<file path="src/rtl/ssd1306_byte_sequencer.sv">
// SSD1306 byte sequencer: power-up reset sequence, CS/DC framing and one start pulse per byte.
// Optional OLED_SEQ_BYTE_COUNT_EN adds a 16-bit byte_count_out of bytes handed to the shift register.
module ssd1306_byte_sequencer #(
  parameter int unsigned WIDTH          = 8,
  parameter int unsigned RESET_CYCLES   = 10,
  parameter int unsigned WAKE_CYCLES    = 100,
  parameter int unsigned CS_IDLE_CYCLES = 4
) (
  input  logic             clk_in,
  input  logic             reset_in,
  input  logic             byte_valid_in,
  input  logic [WIDTH-1:0] byte_data_in,
  input  logic             byte_dc_in,
  output logic             byte_ready_out,
  output logic             init_done_out,
  output logic             sr_start_out,
  output logic [WIDTH-1:0] sr_data_out,
  input  logic             sr_ready_in,
  output logic             oled_cs_n_out,
  output logic             oled_dc_out,
  output logic             oled_res_n_out
`ifdef OLED_SEQ_BYTE_COUNT_EN
  ,
  output logic [15:0]      byte_count_out
`endif
);

  localparam int unsigned MAX_RW  = (RESET_CYCLES > WAKE_CYCLES) ? RESET_CYCLES : WAKE_CYCLES;
  localparam int unsigned CNT_MAX = (MAX_RW > CS_IDLE_CYCLES) ? MAX_RW : CS_IDLE_CYCLES;
  localparam int unsigned CNT_W   = (CNT_MAX < 1) ? 1 : $clog2(CNT_MAX + 1);

  typedef enum logic [2:0] {
    S_RESET_HOLD,
    S_RESET_WAIT,
    S_IDLE,
    S_SETUP,
    S_START,
    S_BUSY,
    S_GAP
  } state_t;

  state_t           state;
  logic [CNT_W-1:0] cnt;
  logic [CNT_W-1:0] cnt_inc;
  logic [WIDTH-1:0] lat_data;
  logic             xfer;
  logic             hold_done;
  logic             wake_done;
  logic             idle_done;

  // One shared saturating counter serves the reset, wake and CS idle timers.
  assign cnt_inc   = (cnt == {CNT_W{1'b1}}) ? cnt : cnt + CNT_W'(1);
  assign hold_done = (32'(cnt) + 32'd1) >= RESET_CYCLES;
  assign wake_done = (32'(cnt) + 32'd1) >= WAKE_CYCLES;
  assign idle_done = (32'(cnt) + 32'd1) >= CS_IDLE_CYCLES;
  assign xfer      = byte_valid_in & byte_ready_out;

  always_ff @(posedge clk_in or negedge reset_in) begin
    if (!reset_in) begin
      state          <= S_RESET_HOLD;
      cnt            <= '0;
      lat_data       <= '0;
      oled_res_n_out <= 1'b0;
      oled_cs_n_out  <= 1'b1;
      oled_dc_out    <= 1'b0;
      sr_start_out   <= 1'b0;
      sr_data_out    <= '0;
      byte_ready_out <= 1'b0;
      init_done_out  <= 1'b0;
    end else begin
      case (state)
        S_RESET_HOLD: begin
          if (hold_done) begin
            state          <= S_RESET_WAIT;
            cnt            <= '0;
            oled_res_n_out <= 1'b1;
          end else begin
            cnt <= cnt_inc;
          end
        end
        S_RESET_WAIT: begin
          if (wake_done) begin
            state          <= S_IDLE;
            cnt            <= '0;
            init_done_out  <= 1'b1;
            byte_ready_out <= 1'b1;
          end else begin
            cnt <= cnt_inc;
          end
        end
        S_IDLE: begin
          if (xfer) begin
            state          <= S_SETUP;
            lat_data       <= byte_data_in;
            oled_dc_out    <= byte_dc_in;
            oled_cs_n_out  <= 1'b0;
            byte_ready_out <= 1'b0;
          end
        end
        S_SETUP: begin
          state        <= S_START;
          sr_start_out <= 1'b1;
          sr_data_out  <= lat_data;
        end
        // Start stays high until the shift register is seen idle.
        S_START: begin
          if (sr_ready_in) begin
            state        <= S_BUSY;
            sr_start_out <= 1'b0;
          end
        end
        S_BUSY: begin
          if (sr_ready_in) begin
            state          <= S_GAP;
            cnt            <= '0;
            byte_ready_out <= 1'b1;
          end
        end
        // A transfer takes priority over the CS idle timeout.
        S_GAP: begin
          if (xfer) begin
            lat_data       <= byte_data_in;
            cnt            <= '0;
            byte_ready_out <= 1'b0;
            if (byte_dc_in == oled_dc_out) begin
              state        <= S_START;
              sr_start_out <= 1'b1;
              sr_data_out  <= byte_data_in;
            end else begin
              state       <= S_SETUP;
              oled_dc_out <= byte_dc_in;
            end
          end else if (idle_done) begin
            state         <= S_IDLE;
            cnt           <= '0;
            oled_cs_n_out <= 1'b1;
          end else begin
            cnt <= cnt_inc;
          end
        end
        default: begin
          state <= S_RESET_HOLD;
        end
      endcase
    end
  end

`ifdef OLED_SEQ_BYTE_COUNT_EN
  // Counts bytes handed to the shift register; wraps naturally at 16 bits.
  always_ff @(posedge clk_in or negedge reset_in) begin
    if (!reset_in) begin
      byte_count_out <= '0;
    end else if ((state == S_START) && sr_ready_in) begin
      byte_count_out <= byte_count_out + 16'd1;
    end
  end
`endif

endmodule
</file>
<file path="config.mk">
export PLATFORM = sky130hd
export DESIGN_NAME = ssd1306_byte_sequencer
export DESIGN_NICKNAME = d
export VERILOG_FILES = /design/src/rtl/ssd1306_byte_sequencer.sv
export SDC_FILE = /design/constraint.sdc
export NUM_CORES = 1
export LEC_CHECK = 0
export ABC_CLOCK_PERIOD_IN_PS = 2900
export BUFFER_PORTS_ARGS = -buffer_cell sky130_fd_sc_hd__buf_2
export CORE_MARGIN = 3
export CORE_UTILIZATION = 57
export DETAILED_ROUTE_END_ITERATION = 10
export MAX_ROUTING_LAYER = met4
export PLACE_DENSITY = 0.79
export SLEW_MARGIN = 20
export SYNTH_ARGS = -nofsm -noshare
export SYNTH_HDL_FRONTEND = slang
export SYNTH_SLANG_ARGS = --single-unit
</file>
<file path="constraint.sdc">
create_clock -name clk_in -period 2.9 [get_ports clk_in]
set_input_delay 0.29 -clock clk_in [delete_from_list [all_inputs] [get_ports clk_in]]
set_output_delay 0.29 -clock clk_in [all_outputs]
set_load 0.1 [all_outputs]
</file>
==> results.txt <==
Gate power share: 58.5%
Post-synth cell types: 56
Post-CTS Setup Bufs: 0
Std cell rows: 20
Worst-Skew Late Latency: 330 ps
Crit path max fanout: 12
RR Endpoint: state[1]
Core ar.: 3180 um2
Worst reg2reg path depth: 7
Fin crit share: 87.6%
Syn. warnings: 0
Worst Path Arrival: 2760 ps
Final core utilization: 69.0%
DRT antenna net count: 0
Total CTS buffers: 5
Worst reg2reg path startpoint: cnt[0]
Max cap viols: 0
Vias: 1598
Area Growth Syn to Fin: 10.6%
CP endpoint kind: flip-flop
# fillers: 246
FF-to-FF setup slack: 360 ps
Clk sinks: 32
Die ar.: 4220 um2
Port bufs: 26
Routed vias/inst: 6.01
Router iterations before antenna repair: 4
Die Height: 65.0 um
Startpoint types: flip-flop
Initial Util: 62.4%
Final setup margin: 358 ps
Initial DRC count: 148
Final Critical Period: 2540 ps
Vias in the first global route: 1498
Initial antenna violation count: 0
Clk buf depth: 2
Sw Share: 53.3%
Max Clk Rate: 0.393 GHz
Slew margin rel.: 35.8%
Count of flip-flops with a built-in enable after synthesis: 0
Largest net degree at the start of global routing: 33
PD cells: 1270 nW/um2
Tightest Hold Check Type: primary input to asynchronous set/reset pin
Status: finished, violations left
Ant diodes: 0
Worst VDD drop: 0.720 mV
Post-Syn Area: 1980 um2
Max Slew Vio Count: 0
Total wire length: 4100 um
Internal power: 0.00130 W
# resized after CTS: 0
WL/cell: 15.4 um
Share of post-route cells with drive strength above 1: 27.0%
Num ports: 27
Worst Setup Slack post-DPL: 404 ps
Failing checks: hold timing
CP Class: flip-flop to flip-flop
CTS clk-pin slew, worst paths: 110 ps
CTS Root Cell: clkbuf_4
Final TNS setup: 0 ps
Drc violations: 0
Post-Synthesis Cells: 198
DP HPWL: 3030 um
Async S/R FF share, synth: 100%
Top_reg_cell synth: dfrtp_1
Actual slew at the worst max-slew pin: 964 ps
GRT Residual Overflow: 0
Syn Area/Cell: 10.0 um2
Post-synthesis sequential area ratio: 40.4%
Clk_skew: 9.56 ps
Die X: 65.0 um
Worst EP required: 3120 ps
Sequential share of power: 29.3%
GRT Resource Usage Total: 21.4%
Syn nets: 217
Hold-fix buffers at CTS: 0
Hold WS: -4.67 ps
Finished Cell Area: 2190 um2
CTS tree: done
Final setup fails: 0
First-pass GRT wire length: 6890 um
Nets: 240
Area post-placement: 2120 um2
Routability congestion estimate: 0.938
H-tree Lvls: 2
Clock network power share: 12.2%
#FFs+latches synth: 32
Switching power: 0.00149 W
Static Leak: 1.02 nW
Endpoints failing hold: 8
RSZ-0062 raised after global routing: no
==> Yosys cell counts (4+ instances only) <==
cell type,count,area [um2]
a21oi_1,5,25.0
o211ai_1,6,45.0
inv_1,4,15.0
nand2_1,29,109
ha_1,6,75.1
mux2_2,9,101
clkbuf_1,7,26.3
o21ai_0,16,80.1
nand3_1,8,40.0
mux2i_1,11,110
nor2_1,6,22.5
dfrtp_1,31,776
==> cell families (layout without fill, tap and decap cells) <==
family                   count (synthesis)  in the layout  synth area share (%)
XOR/XNOR                                 2              2                 0.883
AND/OR/NAND/NOR                         64             64                  17.1
buffers and inverters                   16             40                  4.10
adder cells (fa/ha/maj)                  6              6                  3.79
flip-flops                              32             32                  40.4
AO/OA/AOI/OAI                           56             56                  21.3
multiplexers                            22             22                  12.4
==> cell type report <==
class / count / area, um2 / share of cell area (%)
multi-input cells: 150 / 1100 / 50.1
clock buffers: 6 / 41.3 / 1.88
inverters: 4 / 15.0 / 0.685
repair buffers: 28 / 145 / 6.62
well taps: 44 / 55.1 / 2.51
flip-flops and latches: 32 / 802 / 36.6
clock inverters: 2 / 35.0 / 1.60
==> placed cells by master, fill, tap and decap left out, types with 3 or more instances in the layout <==
cell type and n:
nand2b_1 3, a21oi_1 5, buf_2 26, nand3_1 8, inv_1 4, o21ai_0 16, nand2_1 29, o21ai_1 3
clkbuf_4 5, ha_1 6, a31oi_1 3, nor2b_1 3, mux2i_1 11, mux2_2 9, o211ai_1 6, dfrtp_1 31
nor2_1 6
==> power by group through the flow <==
stage                     clock network (W)  registers [W]  logic, W
after global routing               0.000365       0.000845   0.00176
after CTS                          0.000346       0.000816   0.00164
after detailed placement                  0       0.000826   0.00163
after global placement                    0       0.000804   0.00160
final                              0.000340       0.000818   0.00163
after floorplan                           0        0.00132  0.000868
==> sequential cells by signal, indices dropped and copies added, names as in the netlist <==
signal and count:
oled_res_n_out 1, oled_cs_n_out 1, state 3, cnt 7
sr_start_out 1, sr_data_out 8, lat_data 8, oled_dc_out 1
byte_ready_out 1, init_done_out 1
==> how the worst max path moves through the flow <==
stage / startpoint / to / slack [ps] / depth (start not counted)
3_5_place_dp: cnt[0] / state[1] / 400 / 7
4_1_cts: cnt[0] / state[1] / 360 / 7
6_report: cnt[0] / state[1] / 360 / 7
2_1_floorplan: byte_ready_out / state[1] / 650 / 5
5_1_grt: cnt[0] / state[1] / 150 / 7
3_3_place_gp: cnt[0] / state[1] / 510 / 7
==> critical path: stages, from the launching register on <==
cell and delay, ps:
dfrtp_1 570, ha_1 330, and4_1 290, nand2_1 100, nor3b_2 340, o31ai_2 150, nor3b_2 290, mux2_1 360
==> per-layer routing <==
metal	wire (um)	up-vias	GRT usage (%)
met5	0	-	-
li1	-	771	-
met1	1770	760	26.4
met3	190	6	4.16
met2	2090	61	35.6
met4	51	0	6.33
==> through the flow <==
| stage | total power, W | instances |
|---|---|---|
| after floorplan | 0.00218 | 198 |
| after global placement | 0.00241 | 258 |
| after detailed placement | 0.00246 | 258 |
| after CTS | 0.00280 | 266 |
| after global routing | 0.00297 | 266 |
| final | 0.00279 | 266 |
Note: power is estimated with default switching activity, not from simulation.
